**src/rtl/rr_reg_arbiter.sv**
```systemverilog
// Round-robin write arbiter in front of a shared WIDTH-bit register: one grant per two cycles,
// gnt is registered one cycle after req is sampled, q loads on the following edge; losers hold req and wait.
module rr_reg_arbiter #(
  parameter int N     = 4,
  parameter int WIDTH = 4,
  parameter int IDW   = $clog2(N)
) (
  input  logic               clk,
  input  logic               reset,
  input  logic [N-1:0]       req,
  input  logic [N*WIDTH-1:0] wdata,
  output logic [N-1:0]       gnt,
  output logic [WIDTH-1:0]   q,
  output logic               busy,
  output logic [IDW-1:0]     last_id
);

  typedef enum logic {IDLE, GRANT} state_t;

  state_t             state_q, state_d;
  logic [N-1:0]       gnt_q, gnt_d;
  logic [WIDTH-1:0]   stage_q, stage_d;
  logic [WIDTH-1:0]   data_q, data_d;
  logic [IDW-1:0]     last_id_q, last_id_d;
  logic [IDW-1:0]     ptr_q, ptr_d;
  logic [IDW-1:0]     win_q, win_d;

  logic               win_found;
  logic [IDW-1:0]     win_idx;
  int unsigned        idx;

  // Search upward from ptr with wrap; works for N that is not a power of two.
  always_comb begin
    win_found = 1'b0;
    win_idx   = '0;
    idx       = 0;
    for (int k = 0; k < N; k++) begin
      idx = int'(ptr_q) + k;
      if (idx >= N) idx = idx - N;
      if (!win_found && req[idx]) begin
        win_found = 1'b1;
        win_idx   = IDW'(idx);
      end
    end
  end

  always_comb begin
    state_d   = state_q;
    gnt_d     = gnt_q;
    stage_d   = stage_q;
    data_d    = data_q;
    last_id_d = last_id_q;
    ptr_d     = ptr_q;
    win_d     = win_q;
    case (state_q)
      IDLE: begin
        gnt_d = '0;
        if (win_found) begin
          gnt_d   = N'(1) << win_idx;
          stage_d = wdata[int'(win_idx)*WIDTH +: WIDTH];
          win_d   = win_idx;
          state_d = GRANT;
        end
      end
      GRANT: begin
        data_d    = stage_q;
        last_id_d = win_q;
        ptr_d     = (win_q == IDW'(N-1)) ? '0 : win_q + IDW'(1);
        gnt_d     = '0;
        state_d   = IDLE;
      end
      default: begin
        gnt_d   = '0;
        state_d = IDLE;
      end
    endcase
  end

  always_ff @(posedge clk or posedge reset) begin
    if (reset) begin
      state_q   <= IDLE;
      gnt_q     <= '0;
      stage_q   <= '0;
      data_q    <= '0;
      last_id_q <= '0;
      ptr_q     <= '0;
      win_q     <= '0;
    end else begin
      state_q   <= state_d;
      gnt_q     <= gnt_d;
      stage_q   <= stage_d;
      data_q    <= data_d;
      last_id_q <= last_id_d;
      ptr_q     <= ptr_d;
      win_q     <= win_d;
    end
  end

  assign gnt     = gnt_q;
  assign q       = data_q;
  assign busy    = (state_q == GRANT);
  assign last_id = last_id_q;

endmodule

```
**config.mk**
```make
export PLATFORM = sky130hd
export DESIGN_NAME = rr_reg_arbiter
export DESIGN_NICKNAME = d
export VERILOG_FILES = /design/src/rtl/rr_reg_arbiter.sv
export SDC_FILE = /design/constraint.sdc
export NUM_CORES = 1
export LEC_CHECK = 0
export CAP_MARGIN = 20
export CORE_MARGIN = 5
export CORE_UTILIZATION = 44
export DETAILED_ROUTE_END_ITERATION = 8
export GPL_ROUTABILITY_DRIVEN = 0
export HOLD_SLACK_MARGIN = 0.12
export MAX_ROUTING_LAYER = met4
export PLACE_DENSITY = 0.79
export SYNTH_ARGS = -nofsm -noshare
export SYNTH_HDL_FRONTEND = slang
export SYNTH_SLANG_ARGS = --single-unit
```
**constraint.sdc**
```tcl
create_clock -name clk -period 2.11 [get_ports clk]
set_input_delay 0.5275 -clock clk [delete_from_list [all_inputs] [get_ports clk]]
set_output_delay 0.5275 -clock clk [all_outputs]
set_load 0.01 [all_outputs]
```
==> results.md, run 1 <==
- The run finished with clean final reports.
- Measured against its own limit, the worst slew margin works out to roughly three quarters.
- The Yosys step of the flow raised 0 warnings.
- For this configuration, the core starts out at a cell density of 44.9%.
- In this run the vertical extent of the chip is around 57 µm.
- Static timing analysis puts the maximum clock frequency at approximately 530 MHz.
- The number of max-cap violations is 0.
- The final max-slew violation count is 0.
- The area of the mapped netlist is just under 0.001 mm².
- The net count of the finished layout is between 100 and 150.
- The worst setup path category is primary input to register.
- The cell-internal power is 1.04 mW.
- The minimum clock period is approximately 1900 ps.
- The setup slack of the most critical reg-to-reg path is 460 ps.
- The number of cell rows is 17.
- The required time at the worst-slack endpoint is 2320 ps.
- The largest incremental delay on the critical path is between 500 and 600 ps.
- For this run, design rule violations remaining after detail routing come to 0.
- The total congestion overflow after global routing is 0.
- The global-route usage over all layers is ~14%.
- The first global-routing pass estimated roughly 3.5 mm of wire.
- The worst register-to-register path ends at stage_q[3]$_DFFE_PP0P_.
- The power dissipated by switching net loads is around 0.56 mW.
- The later pin in the worst-skew pair is clocked with a latency of 300 ps.
- The proportion of power drawn by the clock network is a little under an eighth.
- The final design instance area without fill is roughly 0.0014 mm².
- The critical path starts at req[3].
- In the routed layout, each cell is associated on average with a via count of between 5 and 6.
- Among all stages on the critical path, the largest delay is contributed by sky130_fd_sc_hd__clkdlybuf4s50_1.
- After technology mapping, the gate count stands at 84.
- The via count is 793.
- In this run the number of H-tree levels came out at 1.
- The switching fraction of total power is 34.9%.
- The count of buffers added on input and output ports is 32.
- The total routed wirelength is ~2.1 mm.
- The power per cell area is roughly 1200 mW/mm².
- In the final routed layout, each cell accounts on average for between 10 and 15 µm.
- The final setup skew is approximately 4.3 ps.
- Across the VDD grid, the largest voltage drop is ~650 µV.
- The via count of the first global-routing pass is ~770.
- The number of buffers on the longest clock path is 2.
- The first-pass detailed-route iteration total is 3.
- In the final timing run, aggregate negative setup slack is 0 ps.
- Along the worst path, the maximum fanout reaches 6.
- Hold timing on the final database bottoms out at a slack of about 520 ps.
- Synthesis instantiated 28 different standard cells from the library.
- The count of nets left with antenna violations once routing finished came out at 0.
- For the pin with the worst max-slew slack, the measured transition is between 300 and 400 ps.
- The area growth from synthesis to layout is 42.4%.
- The worst setup path is launched from a primary input.
- After clock tree synthesis, the repair step resized 0 gates.
- The antenna diode count is 0.
- The sequential cell fraction of total power is 39.7%.
- Clock-pin slew was measured on the worst setup and hold paths at 110 ps.
- The number of hold violations in the final report came to 0.
- The number of CTS-inserted buffers is 3.
- The CTS tree is built.
- STA classifies the critical path endpoint as a register.
- Walking the worst path, the cells encountered are clkdlybuf4s50_1 -> nor2_1 -> a21oi_1 -> and4_1 -> a2111oi_2 -> a211oi_1.
- The half-perimeter wire length of the detailed placement result is between 1.5 and 2 mm.
- The number of hold-repair buffers added at the cts stage is 0.
- The maximum number of pins on one net before global-route repair is 20.
- The data arrival time at the worst-slack endpoint is 2110 ps.
- The instance area at placement is around 0.0014 mm².
- The reported leakage power is between 0.5 and 0.6 nW.
- The floorplan step defined a die boundary enclosing 0.00326 mm².
- The standard cell core area is 0.00217 mm².
- Setup repair after global routing left no endpoint under its margin.
- In this run the worst setup path terminates at stage_q[1]$_DFFE_PP0P_.
- The average footprint of a synthesized cell is approximately 12 µm².
- The part of the total power dissipated in combinational logic is 48.7%.
- The tree is rooted in a sky130_fd_sc_hd__clkbuf_4.
- The DRC marker count from the first detailed-route iteration is 5.
- The number of antenna violations at the first check in global routing was 0.
- The filler cell count in the final layout is about 190.
- Synthesis produced a netlist with a net count of 107.
- The number of setup buffers added after CTS is 0.
- During I/O placement, the number of pins put on the boundary was 33.
- The design draws between 1.5 and 2 mW.
- The fraction of the yosys area taken by sequential cells is around 49%.
- The startpoint identified for the worst register-to-register timing path is ptr_q[1]$_DFFE_PP0P_.
- The number of clock sinks is 19.
- Of the cells placed in the final design, the portion with a size suffix greater than 1 is ~20%.
- After synthesis the netlist holds a flip-flop and latch count of 19.
- Measured in cells, the most critical reg-to-reg path has a length of 5.
- Dividing the final minimum period by the clock period gives between 90% and 100%.
- The number of failing setup endpoints in the final timing report is 0.
- The type of the worst min-delay path is register to register.
- The die is 57.1 µm wide.
[power by group through the flow]
stage               combinational [mW]  sequential (mW)  clock [mW]
floorplan                        0.442            0.657           0
global placement                 0.773            0.638           0
detailed placement               0.789            0.648           0
CTS                              0.790            0.640       0.186
global route                     0.853            0.662       0.199
finish                           0.782            0.637       0.185
[metal layers]
| layer | GRT usage [%] | share of wire (%) |
|---|---|---|
| met5 | - | 0 |
| met3 | 2.04 | 2.9 |
| met1 | 16.7 | 44 |
| met2 | 24.0 | 52 |
| met4 | 5.96 | 1.3 |
[worst min-delay path by stage]
| stage | cells after the start | endpoint | startpoint | slack [ps] |
|---|---|---|---|---|
| 6_report | 1 | q[3]$_DFFE_PP0P_ | q[3]$_DFFE_PP0P_ | 520 |
| 2_1_floorplan | 1 | win_q[1]$_DFFE_PP0P_ | win_q[1]$_DFFE_PP0P_ | 470 |
| 4_1_cts | 1 | q[3]$_DFFE_PP0P_ | q[3]$_DFFE_PP0P_ | 520 |
| 3_5_place_dp | 1 | q[3]$_DFFE_PP0P_ | q[3]$_DFFE_PP0P_ | 500 |
| 3_3_place_gp | 1 | q[3]$_DFFE_PP0P_ | q[3]$_DFFE_PP0P_ | 490 |
| 5_1_grt | 1 | q[3]$_DFFE_PP0P_ | q[3]$_DFFE_PP0P_ | 540 |
[area by class of cell]
type | count | area [µm²] | area share [%]
inverters | 3 | 11.3 | 0.812
repair buffers | 38 | 365 | 26.3
flip-flops and latches | 19 | 475 | 34.3
multi-input cells | 59 | 474 | 34.2
well taps | 28 | 35.0 | 2.52
clock buffers | 4 | 26.3 | 1.89
[registers in the layout, indices dropped and copies added, names as in the netlist]
| register | count |
|---|---|
| gnt | 4 |
| q | 4 |
| stage_q | 4 |
| last_id | 2 |
| ptr_q | 2 |
| win_q | 2 |
| busy | 1 |
[Yosys cell counts (all sizes together)]
master    n  area, µm²
dfrtp    19        475
nor2      9       33.8
mux2      7       78.8
mux2i     5       50.1
nand2     5       21.3
a2111oi   4       60.1
a211oi    4       30.0
a21boi    4       30.0
a21o      3       22.5
inv       3       11.3
nor3      3       15.0
a21oi     2       10.0
buf       2       10.0
o21ai     2       10.0
a2bb2oi   1       26.3
and2      1       8.76
and3      1       6.26
and4      1       8.76
clkbuf    1       3.75
ha        1       12.5
nand2b    1       13.8
nand3b    1       7.51
nand4     1       6.26
nand4b    1       8.76
nor2b     1       6.26
or2b      1       7.51
[cell families after synthesis]
family / count (synthesis) / synth area share [%]
flops: 19 / 48.8
buf+inv: 6 / 2.57
fa+ha+maj: 1 / 1.28
compound gates: 20 / 19.4
mux: 12 / 13.2
simple gates: 26 / 14.8
[critical path, delay by kind of cell]
| kind | cells | cell delay [ps] |
|---|---|---|
| AO/OA/AOI/OAI | 3 | 510 |
| buffers and inverters | 1 | 550 |
| AND/OR/NAND/NOR | 2 | 520 |
[cell usage in the layout (no fill, tap or decap), drive strengths merged]
cell type	n
clkdlybuf4s50	32
dfrtp	19
nor2	9
mux2	7
buf	6
mux2i	5
nand2	5
a2111oi	4
a211oi	4
a21boi	4
clkbuf	4
a21o	3
inv	3
nor3	3
a21oi	2
o21ai	2
nand4b	1
nand3b	1
nand4	1
a2bb2oi	1
nand2b	1
and2	1
and4	1
or2b	1
nor2b	1
and3	1
ha	1
[through the flow]
step                std cells  utilization, %  setup slack [ps]
detailed placement        147            62.7              -106
floorplan                  84               -               542
global route              151            64.0               106
global placement          147            62.7             -38.1
CTS                       151            64.0               205
finish                    151            64.0               210
Power figures use the tool's default switching activity.
==> inputs of run 2 (changes only) <==
--- a/config.mk
+++ b/config.mk
@@ -5,7 +5,7 @@
 export SDC_FILE = /design/constraint.sdc
 export NUM_CORES = 1
 export LEC_CHECK = 0
-export CAP_MARGIN = 20
+export CAP_MARGIN = 10
 export CORE_MARGIN = 5
 export CORE_UTILIZATION = 44
 export DETAILED_ROUTE_END_ITERATION = 8
==> results of run 2 <==
No change in the layout: final DEF, timing and power equal those of run 1.
